[src/rtl/sample_loader.sv]
// Collects (x, y) regression samples from data_in on enter strobes and packs X (x | 1) and y.
// Define SAMPLE_LOADER_SYNC_EN to pass enter/input_done through 2-flop synchronizers.
module sample_loader #(
  parameter int ELEM_WIDTH  = 14,
  parameter int NUM_SAMPLES = 3,
  parameter int MAX_VAL     = 99
) (
  input  logic                                clk,
  input  logic                                rst,
  input  logic                                enter,
  input  logic                                input_done,
  input  logic [ELEM_WIDTH-1:0]               data_in,
  output logic [NUM_SAMPLES*2*ELEM_WIDTH-1:0] x_data,
  output logic [NUM_SAMPLES*ELEM_WIDTH-1:0]   y_data,
  output logic                                error,
  output logic                                ready,
  output logic [$clog2(NUM_SAMPLES+1)-1:0]    sample_count
);

  localparam int CW = $clog2(NUM_SAMPLES+1);

  typedef enum logic [2:0] {
    WAIT_X = 3'd0,
    WAIT_Y = 3'd1,
    FULL   = 3'd2,
    DONE   = 3'd3,
    ERROR  = 3'd4
  } state_t;

  state_t                              r_state;
  state_t                              w_state_nxt;
  logic [NUM_SAMPLES*2*ELEM_WIDTH-1:0] r_x_buf;
  logic [NUM_SAMPLES*ELEM_WIDTH-1:0]   r_y_buf;
  logic [CW-1:0]                       r_count;
  logic                                r_error;
  logic                                r_ready;
  logic                                r_enter_q;
  logic                                r_done_q;
  logic                                w_enter;
  logic                                w_done;
  logic                                w_enter_rise;
  logic                                w_done_rise;
  logic                                w_in_range;
  logic                                w_cap_x;
  logic                                w_cap_y;
  logic                                w_clear;

`ifdef SAMPLE_LOADER_SYNC_EN
  logic [1:0] r_enter_sync;
  logic [1:0] r_done_sync;

  // Two-flop synchronizers for the asynchronous operator inputs
  always_ff @(posedge clk or posedge rst) begin
    if (rst) begin
      r_enter_sync <= 2'b00;
      r_done_sync  <= 2'b00;
    end else begin
      r_enter_sync <= {r_enter_sync[0], enter};
      r_done_sync  <= {r_done_sync[0], input_done};
    end
  end

  assign w_enter = r_enter_sync[1];
  assign w_done  = r_done_sync[1];
`else
  assign w_enter = enter;
  assign w_done  = input_done;
`endif

  // Edge-detect history so a held level yields a single event
  always_ff @(posedge clk or posedge rst) begin
    if (rst) begin
      r_enter_q <= 1'b0;
      r_done_q  <= 1'b0;
    end else begin
      r_enter_q <= w_enter;
      r_done_q  <= w_done;
    end
  end

  assign w_enter_rise = w_enter & ~r_enter_q;
  assign w_done_rise  = w_done & ~r_done_q;
  assign w_in_range   = (data_in <= ELEM_WIDTH'(MAX_VAL));

  // Next-state and capture control; enter_rise wins over a simultaneous done_rise
  always_comb begin
    w_state_nxt = r_state;
    w_cap_x     = 1'b0;
    w_cap_y     = 1'b0;
    w_clear     = 1'b0;
    case (r_state)
      WAIT_X: begin
        if (w_enter_rise) begin
          if (w_in_range) begin
            w_cap_x     = 1'b1;
            w_state_nxt = WAIT_Y;
          end else begin
            w_state_nxt = ERROR;
          end
        end else if (w_done_rise && (r_count < CW'(NUM_SAMPLES))) begin
          w_state_nxt = ERROR;
        end else begin
          w_state_nxt = r_state;
        end
      end
      WAIT_Y: begin
        if (w_enter_rise) begin
          if (w_in_range) begin
            w_cap_y = 1'b1;
            if ((r_count + CW'(1)) == CW'(NUM_SAMPLES)) begin
              w_state_nxt = FULL;
            end else begin
              w_state_nxt = WAIT_X;
            end
          end else begin
            w_state_nxt = ERROR;
          end
        end else if (w_done_rise) begin
          w_state_nxt = ERROR;
        end else begin
          w_state_nxt = r_state;
        end
      end
      FULL: begin
        if (w_enter_rise) begin
          w_state_nxt = ERROR;
        end else if (w_done_rise) begin
          w_state_nxt = DONE;
        end else begin
          w_state_nxt = r_state;
        end
      end
      DONE, ERROR: begin
        // Any enter restarts entry from scratch; its data value is discarded
        if (w_enter_rise) begin
          w_clear     = 1'b1;
          w_state_nxt = WAIT_X;
        end else begin
          w_state_nxt = r_state;
        end
      end
      default: begin
        w_clear     = 1'b1;
        w_state_nxt = WAIT_X;
      end
    endcase
  end

  // State, flags and sample buffers
  always_ff @(posedge clk or posedge rst) begin
    if (rst) begin
      r_state <= WAIT_X;
      r_x_buf <= '0;
      r_y_buf <= '0;
      r_count <= '0;
      r_error <= 1'b0;
      r_ready <= 1'b0;
    end else begin
      r_state <= w_state_nxt;
      r_error <= (w_state_nxt == ERROR);
      r_ready <= (w_state_nxt == DONE);
      if (w_clear) begin
        r_x_buf <= '0;
        r_y_buf <= '0;
        r_count <= '0;
      end else begin
        for (int i = 0; i < NUM_SAMPLES; i++) begin
          if (w_cap_x && (r_count == CW'(i))) begin
            r_x_buf[(2*i)*ELEM_WIDTH +: ELEM_WIDTH]   <= data_in;
            r_x_buf[(2*i+1)*ELEM_WIDTH +: ELEM_WIDTH] <= ELEM_WIDTH'(1);
          end
          if (w_cap_y && (r_count == CW'(i))) begin
            r_y_buf[i*ELEM_WIDTH +: ELEM_WIDTH] <= data_in;
          end
        end
        if (w_cap_y) begin
          r_count <= r_count + CW'(1);
        end
      end
    end
  end

  assign x_data       = r_x_buf;
  assign y_data       = r_y_buf;
  assign sample_count = r_count;
  assign error        = r_error;
  assign ready        = r_ready;

endmodule

[config.mk]
export PLATFORM = sky130hd
export DESIGN_NAME = sample_loader
export DESIGN_NICKNAME = d
export VERILOG_FILES = /design/src/rtl/sample_loader.sv
export SDC_FILE = /design/constraint.sdc
export NUM_CORES = 1
export LEC_CHECK = 0
export ABC_AREA = 1
export CORE_MARGIN = 1
export CORE_UTILIZATION = 30
export CTS_BUF_LIST = sky130_fd_sc_hd__clkbuf_8
export DETAILED_ROUTE_END_ITERATION = 12
export GPL_TIMING_DRIVEN = 0
export PLACE_DENSITY = 0.53
export SLEW_MARGIN = 20
export SYNTH_ARGS = -nofsm -noshare
export SYNTH_HDL_FRONTEND = slang
export SYNTH_SLANG_ARGS = --single-unit
[constraint.sdc]
create_clock -name clk -period 4.8 [get_ports clk]
set_input_delay 0.96 -clock clk [delete_from_list [all_inputs] [get_ports clk]]
set_output_delay 0.96 -clock clk [all_outputs]
set_load 0.005 [all_outputs]
==> out/metrics.csv, run 1 <==
metric,value,unit
Routed Antenna Nets,0,
syn avg cell area,9.330,um2
Crit. End Element,register,
placed inst area,5619,um2
largest net degree at the start of global routing,66,
P&R area growth vs syn,40.29,%
Worst Path Required,5.05,ns
outcome,"finished, final reports clean",
global placement routability congestion,0.7744,
P_sw,0.6573,mW
critical path peak fanout,8,
register area share after synthesis,57.99,%
Avg WL per Cell,13.30,um
Rows,42,
Core Box Area,13350,um2
worst hold path type,register to register,
CP startpoint kind,primary input,
final core occ,43.54,%
die area,14280,um2
number of inserted diodes,0,
"Arr. time, crit path",2.78,ns
post-synth top area share,57.99,%
Power per Cell Area,362.7,nW/um2
cts hold-fix bufs,0,
Final Skew,0.01054,ns
DIE WIDTH,119.5,um
Synth area leaders,"dfrtp_1 (58%), nand2_1 (10%), buf_4 (7.2%)",
Synth cell types,25,
Peak Freq,394.4,MHz
postcts setup bufs,0,
TritonRoute pass-1 iters,4,
biggest area consumer among synthesized cells,dfrtp_1,
drt total wl,10400,um
Starting Density,31.04,%
critical path class,primary input to register,
clock transition at the registers of the reported paths,0.10,ns
H-tree depth,3,
Hold Fails Final Rpt,0,
RSZ-0062 raised after global routing,no,
share of cells above drive strength 1,13.70,%
initial antenna violation count,0,
cts bufs inserted,9,
first-pass GRT wire length,17270,um
I/O Buffers,108,
DR vias/cell,4.110,
die height,119.5,um
final period utilization,52.82,%
Sw Ratio,31.18,%
grt total ovfl,0,
sequential power share,46.7,%
Int Pwr,1.451,mW
Pins Over Slew Limit,0,
most frequent cells in the layout,"nand2_1 (111), clkdlybuf4s50_1 (108), dfrtp_1 (96)",
Synth Warn #,0,
Syn Inst Count,444,
"most common cell after layout, fill and taps aside",nand2_1,
Max VDD drop,160.5,uV
vias in the first global route,3273,
P_leak,2.969,nW
Synth Register Bits,96,
gr usage total,15.60,%
DRC,0,
post-cts resize count,0,
Root Buffer,clkbuf_8,
Iter 0 DRT Violations,94,
fin nets,625,
CTS tree,done,
max-cap violations,0,
final setup vio count,0,
Clock Tree Buf Depth,2,
Combinational Power Share,28.5,%
worst slew pin tran,0.7988,ns
design area,5812,um2
clk_lat worst skew,0.35,ns
Slew HR,46.55,%
via count,3214,
minimum clock period after layout,2.535,ns
Clk pwr share,24.8,%
# IOs,148,
Synth Cell Area,4143,um2
clk sink count,96,
HPWL after DPL,7428,um
## cell usage after synthesis
| master | instances |
|---|---|
| a2111oi_0 | 1 |
| a21boi_0 | 14 |
| a21boi_1 | 7 |
| a21oi_1 | 1 |
| a31oi_1 | 1 |
| buf_2 | 5 |
| buf_4 | 40 |
| buf_6 | 5 |
| conb_1 | 1 |
| dfrtp_1 | 96 |
| ha_1 | 5 |
| inv_1 | 42 |
| inv_2 | 4 |
| nand2_1 | 111 |
| nand2_2 | 9 |
| nand2_4 | 1 |
| nand3_1 | 41 |
| nand4_1 | 2 |
| nor2_1 | 48 |
| nor2_2 | 3 |
| nor3_1 | 1 |
| o211ai_1 | 1 |
| o21ai_0 | 3 |
| o21ai_1 | 1 |
| o32ai_1 | 1 |
## sequential cells by signal, indices dropped and copies added (netlist names)
signal        cells
r_enter_q         1
ready             1
y_data           42
x_data           45
r_done_q          1
r_state           3
error             1
sample_count      2
## metrics by stage
step	TNS (ns)	hold slack [ns]	setup slack, ns	cells	power, mW
after CTS	0	0.4822	2.205	782	2.142
final	0	0.4776	2.265	782	2.108
after detailed placement	0	0.4590	1.801	767	1.603
after global routing	0	0.5149	2.027	782	2.253
after floorplan	0	0.4654	1.335	482	1.275
after global placement	-13.42	0.4533	-0.1487	766	1.595
## cell families after synthesis
group	synth area share (%)
adder cells (fa/ha/maj)	1.510
other	0.09052
flip-flops	57.99
AND/OR/NAND/NOR	21.87
AO/OA/AOI/OAI	5.164
buffers and inverters	13.38
## final timing paths
check                                        from                          end  slack [ns]  cells after the start
max                                    data_in[8]       x_data[68]$_DFFE_PP0P_        2.26                      9
min                        y_data[28]$_DFFE_PP0P_       y_data[28]$_DFFE_PP0P_        0.48                      2
max reg2reg                  r_state[2]$_DFF_PP0_        y_data[5]$_DFFE_PP0P_        2.82                     10
min reg2reg                y_data[28]$_DFFE_PP0P_       y_data[28]$_DFFE_PP0P_        0.48                      2
max in group asynchronous                     rst  sample_count[1]$_DFFE_PP0P_        3.23                      3
min in group asynchronous                     rst       x_data[66]$_DFFE_PP0P_        0.95                      2
## per-layer routing
metal  track usage [%]  share of wire (%)  vias up
li1                  -                  -     1609
met1             19.91                 44     1492
met2             25.29                 46      109
met3             5.561                9.7        4
met4             3.516               0.43        0
met5                 0                  0        -
## power by group through the flow
stage                     Combinational, mW  Sequential [mW]  Clock [mW]
after floorplan                       0.279            0.996           0
after CTS                             0.611            0.985       0.546
after detailed placement              0.607            0.996           0
after global placement                0.601            0.994           0
final                                 0.601            0.984       0.522
after global routing                  0.675             1.00       0.579
## layout make-up
type | count | area (um2)
inverter | 46 | 177.7
clock buffer | 9 | 123.9
multi-input combinational | 290 | 1329
timing repair buffer | 109 | 1109
sequential | 96 | 2402
tap | 176 | 220.2
buffer | 50 | 381.6
clock inverter | 6 | 68.82
fill | 1357 | 7536
## critical path: stages
cell,delay (ns)
clkdlybuf4s50_1,0.40
nor2_1,0.11
nand2_1,0.06
nor2_1,0.25
nand4_1,0.33
nand2_1,0.23
nand2_2,0.14
inv_1,0.22
nor2_1,0.07
Power figures use the tool's default switching activity.
==> run 2, diff against run 1 <==
Clock period 4.8 ns to 2.4 ns, I/O delays scaled along.
==> run 2 against run 1 <==
  * First-iteration DRC count decreased by 1.1%
  * Utilization about the same
  * Sequential cell count unchanged
  * Hold slack improved by 0.0018 ns
  * Largest cell class unchanged
  * Clock power increased by 74%
  * Sequential power increased by 100%
  * Combinational power increased by 100%
  * Critical path type unchanged
  * Largest power group unchanged
  * Cell count increased by 0.26%
==> out/metrics.csv, run 2 (synthesis results as in run 1) <==
metric,value,unit
outcome,"finished, final reports clean",
worst hold path type,register to register,
DR vias/cell,4.167,
via count,3267,
Clock Tree Buf Depth,2,
design area,5806,um2
# IOs,148,
TritonRoute pass-1 iters,4,
FF-to-FF setup slack,0.44,ns
placed inst area,5650,um2
final setup vio count,0,
HPWL after DPL,7623,um
Multi-input gate area,1329,um2
CP cell instances,clkdlybuf4s50_1 > inv_1 > nor2_2 > nand4_1 > nand2_1 > nand2_2 > inv_1 > nor2_1,
fin nets,627,
Power per Cell Area,703.1,nW/um2
CTS tree,done,
cts bufs inserted,9,
CP bufs+invs,3,
Most Frequent Cell on Critical Path,inv_1,
Final Skew,0.008366,ns
final period utilization,83.60,%
Pins Over Slew Limit,0,
max-cap violations,0,
Crit. End Element,register,
"most common cell after layout, fill and taps aside",nand2_1,
Rows,42,
Starting Density,31.04,%
Avg WL per Cell,13.24,um
clk_lat worst skew,0.36,ns
r2r worst-path depth,10,
Routed Antenna Nets,0,
Top delay family on crit path,simple AND/OR/NAND/NOR gates,
FF-to-FF Start,r_state[2]$_DFF_PP0_,
Iter 0 DRT Violations,93,
die height,119.5,um
I/O Buffers,108,
"slowest stage cell, crit path",clkdlybuf4s50_1,
largest net degree at the start of global routing,29,
CP max stage delay,0.48,ns
vias in the first global route,3214,
global placement routability congestion,0.7892,
Slew HR,47.48,%
first-pass GRT wire length,16700,um
Fin Hold WS,0.4794,ns
clk sink count,96,
postcts setup bufs,0,
initial antenna violation count,0,
Worst Path Required,2.65,ns
"Arr. time, crit path",2.26,ns
P&R area growth vs syn,40.14,%
hold path depth,2,
RSZ-0062 raised after global routing,no,
share of cells above drive strength 1,13.65,%
Crit path depth,8,
DIE WIDTH,119.5,um
Hold EP,y_data[4]$_DFFE_PP0P_,
Peak Freq,498.4,MHz
Max VDD drop,310.2,uV
grt total ovfl,0,
number of inserted diodes,0,
cts hold-fix bufs,0,
Hold Fails Final Rpt,0,
drt total wl,10380,um
critical path class,primary input to register,
Core Box Area,13350,um2
clock transition at the registers of the reported paths,0.09,ns
critical path peak fanout,8,
# fillers,1352,
gr usage total,15.30,%
CP startpoint kind,primary input,
worst slew pin tran,0.7849,ns
post-cts resize count,0,
number of flip-flops in the largest register,45,
min-delay src,y_data[4]$_DFFE_PP0P_,
Crit Reg-Reg Endpoint,y_data[34]$_DFFE_PP0P_,
P_leak,2.964,nW
die area,14280,um2
most frequent cells in the layout,"nand2_1 (111), clkdlybuf4s50_1 (108), dfrtp_1 (96)",
minimum clock period after layout,2.006,ns
Root Buffer,clkbuf_8,
FF/Latch Area,2402,um2
DRC,0,
H-tree depth,3,
## run 2: changes by cell type in the layout (fill, tap and decap cells not counted)
cell	delta
clkinv_4	-2
clkinvlp_4	+3
clkinv_2	+1
inv_1	+2
buf_12	+3
bufinv_16	-1
inv_6	-3
buf_16	-1
## run 2: worst max path at each step
stage | startpoint | endpoint | slack [ns]
2_1_floorplan | rst | error$_DFF_PP0_ | 0.79
6_report | enter | x_data[69]$_DFFE_PP0P_ | 0.39
5_1_grt | enter | x_data[63]$_DFFE_PP0P_ | 0.08
3_3_place_gp | rst | y_data[39]$_DFFE_PP0P_ | -0.24
4_1_cts | data_in[8] | x_data[69]$_DFFE_PP0P_ | 0.32
3_5_place_dp | data_in[8] | x_data[69]$_DFFE_PP0P_ | -0.07
## run 2: area by class of cell
class | count | area share [%]
Sequential cell | 96 | 41.38
Buffer | 50 | 6.573
Tap cell | 176 | 3.793
Clock inverter | 6 | 0.5388
Multi-Input combinational cell | 290 | 22.89
Inverter | 46 | 3.039
Timing Repair Buffer | 111 | 19.66
Clock buffer | 9 | 2.134
## run 2: worst register-to-register path, cell delays in order, from the launching register on
cell and delay, ns:
dfrtp_1 0.45, inv_2 0.10, nand2_2 0.07, inv_2 0.06, nor2_1 0.03, nand2_1 0.06, nand2_2 0.05, buf_2 0.20
nor2_1 0.62, nand3_1 0.15, nand2_1 0.10
## run 2: through the flow
step	worst slack, ns	TNS [ns]	utilization (%)	instances	power [mW]
after global placement	-0.2426	-22.85	41.88	766	3.187
final	0.3937	0	43.49	784	4.082
after detailed placement	-0.07166	-0.4589	42.33	769	3.210
after floorplan	0.7863	0	-	482	2.551
after global routing	0.07755	0	43.49	784	4.344
after CTS	0.3216	0	43.49	784	4.137
## run 2: where the power goes
group / internal [mW] / total (mW) / switching (mW)
sequential: 1.82 / 1.97 / 0.147
combinational: 0.598 / 1.20 / 0.606
clock: 0.359 / 0.907 / 0.548
## run 2: metal layers
layer | GRT usage [%] | share of wire [%] | vias to the layer above
met3 | 5.181 | 7.4 | 10
met5 | 0 | 0 | -
li1 | - | - | 1615
met2 | 24.31 | 46 | 104
met1 | 19.75 | 45 | 1538
met4 | 4.375 | 1.3 | 0
==> run 3, diff against run 2 <==
Settings changed: PLACE_DENSITY 0.53 to 0.56.
Clock period 2.4 ns to 1.8 ns, I/O delays scaled along.
==> run 3 against run 2 <==
  * Cell count is 0.38% higher
  * Sequential share of layout area is 0.57 points lower
  * Clock power is 36% higher
  * Critical path type is now register to register
  * Combinational power is 38% higher
  * Non-clock buffer count is 2 higher
  * First-iteration DRC count is 20% higher
  * Clock-buffer cell count is 1 higher
  * Sequential cell count stayed put
  * Clock skew is 0.0045 ns higher
  * Highest routed layer unchanged
  * Largest power group unchanged
  * Utilization is 0.63 points higher
  * Critical path depth is 2 higher
  * Critical endpoint is now y_data[33]$_DFFE_PP0P_
  * Wire length is 1.4% higher
==> out/metrics.csv, run 3 (synthesis results as in run 1) <==
metric,value,unit
outcome,"finished, final reports clean",
DR vias/cell,4.187,
Rows,42,
drt total wl,10520,um
Crit Reg-Reg Endpoint,y_data[33]$_DFFE_PP0P_,
largest net degree at the start of global routing,35,
Max VDD drop,534.0,uV
number of flip-flops in the largest register,45,
grt total ovfl,0,
Int Pwr,3.762,mW
clk sink count,96,
via count,3295,
CP cell instances,inv_2 > nand2_2 > inv_2 > nor2_1 > nand2_1 > nand2_2 > buf_2 > nor2_2 > nand3_1 > nand2_1,
# fillers,1340,
first-pass GRT wire length,17380,um
dpl ws,-0.5266,ns
CP max stage delay,0.46,ns
worst hold path type,primary input to asynchronous set/reset pin,
dpl cells,769,
die area,14280,um2
critical path peak fanout,10,
Core Box Area,13350,um2
Crit. End Element,register,
Avg WL per Cell,13.37,um
vias in the first global route,3335,
Sum Neg Setup Slack,0,ns
TritonRoute pass-1 iters,6,
Worst Path Required,2.10,ns
sequential power share,47.7,%
non-filler instance count after layout,787,
r2r worst-path depth,10,
I/O Buffers,108,
RSZ-0062 raised after global routing,yes,
share of cells above drive strength 1,16.53,%
CTS tree,done,
FF-to-FF setup slack,0.03,ns
"Arr. time, crit path",2.07,ns
most frequent cells in the layout,"clkdlybuf4s50_1 (108), nand2_1 (107), dfrtp_1 (95)",
clk_lat worst skew,0.36,ns
Root Buffer,clkbuf_8,
setup ws final,0.02855,ns
"most common cell after layout, fill and taps aside",clkdlybuf4s50_1,
cts bufs inserted,9,
Peak Freq,564.5,MHz
Pins Over Slew Limit,0,
# IOs,148,
Clk pwr share,22.4,%
HPWL after DPL,7724,um
Sw Ratio,31.70,%
Power per Cell Area,935.2,nW/um2
P_sw,1.746,mW
cts hold-fix bufs,0,
critical path class,register to register,
Combinational Power Share,29.9,%
Routed Antenna Nets,0,
CP startpoint kind,register,
fin nets,629,
DRC,0,
DIE WIDTH,119.5,um
die height,119.5,um
gr usage total,15.84,%
clock transition at the registers of the reported paths,0.09,ns
P_leak,2.985,nW
initial antenna violation count,0,
"slowest stage cell, crit path",dfrtp_1,
final setup vio count,0,
Iter 0 DRT Violations,112,
Final Skew,0.01286,ns
Starting Density,31.04,%
P&R area growth vs syn,42.16,%
Clock Tree Buf Depth,2,
final period utilization,98.41,%
H-tree depth,3,
global placement routability congestion,0.7824,
max-cap violations,0,
minimum clock period after layout,1.771,ns
Hold Fails Final Rpt,0,
number of inserted diodes,0,
FF-to-FF Start,r_state[2]$_DFF_PP0_,
[run 3: cell count changes in the layout (fill, tap and decap cells not counted), moves of 2 or more]
cell	before	now
nand2_2	9	13
nor2_2	3	11
nand2_1	111	107
nor2_4	0	2
nor2_1	48	38
buf_4	40	42
[run 3: power groups by stage]
stage,Clock [mW],Sequential (mW),Combinational (mW)
after global placement,0,2.65,1.60
after floorplan,0,2.66,0.745
final,1.23,2.63,1.65
after CTS,1.30,2.63,1.65
after global routing,1.36,2.66,1.84
after detailed placement,0,2.66,1.63
[run 3: final cells by class]
type | instances | area, um2 | area share, %
Tap cell | 176 | 220.2 | 3.739
Sequential cell | 96 | 2404 | 40.81
Buffer | 50 | 384.1 | 6.522
Timing Repair Buffer | 113 | 1164 | 19.76
Multi-Input combinational cell | 290 | 1374 | 23.33
Clock inverter | 6 | 30.03 | 0.5099
Clock buffer | 10 | 137.6 | 2.337
Inverter | 46 | 176.4 | 2.996
[run 3: worst max-delay path by stage]
stage          slack, ns                 start                endpoint
2_1_floorplan       0.31                   rst         error$_DFF_PP0_
3_3_place_gp       -0.70                   rst  y_data[29]$_DFFE_PP0P_
3_5_place_dp       -0.53                 enter  x_data[68]$_DFFE_PP0P_
4_1_cts            0.007                 enter  x_data[68]$_DFFE_PP0P_
5_1_grt             -0.1  r_state[2]$_DFF_PP0_   y_data[6]$_DFFE_PP0P_
6_report            0.03  r_state[2]$_DFF_PP0_  y_data[33]$_DFFE_PP0P_
[run 3: repair_timing]
item,CTS,global route
gates resized for setup,9,10
endpoints found under the setup margin,51,72
buffers inserted,2,0
endpoints found under the hold margin,0,0
pin swaps,1,0
gates cloned,0,0
[run 3: metal layers]
layer | track usage [%] | routed length [um]
met1 | 19.27 | 4568
met4 | 4.375 | 86
met3 | 5.561 | 794
met2 | 26.48 | 5073
met5 | 0 | 0
[run 3: critical path: cells and delay by family (launching register included)]
| family | cells | cell delay, ns |
|---|---|---|
| buffers and inverters | 3 | 0.39 |
| and+or+nand+nor | 7 | 0.85 |
| DFF | 1 | 0.46 |
[run 3: metrics by stage]
stage / power [mW] / cell area, um2 / hold slack, ns / util [%]
2_1_floorplan: 3.401 / 4289 / 0.3914 / -
3_3_place_gp: 4.249 / 5590 / 0.4533 / 41.88
3_5_place_dp: 4.292 / 5658 / 0.4575 / 42.39
4_1_cts: 5.573 / 5863 / 0.3633 / 43.93
5_1_grt: 5.861 / 5889 / 0.3805 / 44.12
6_report: 5.508 / 5889 / 0.3638 / 44.12
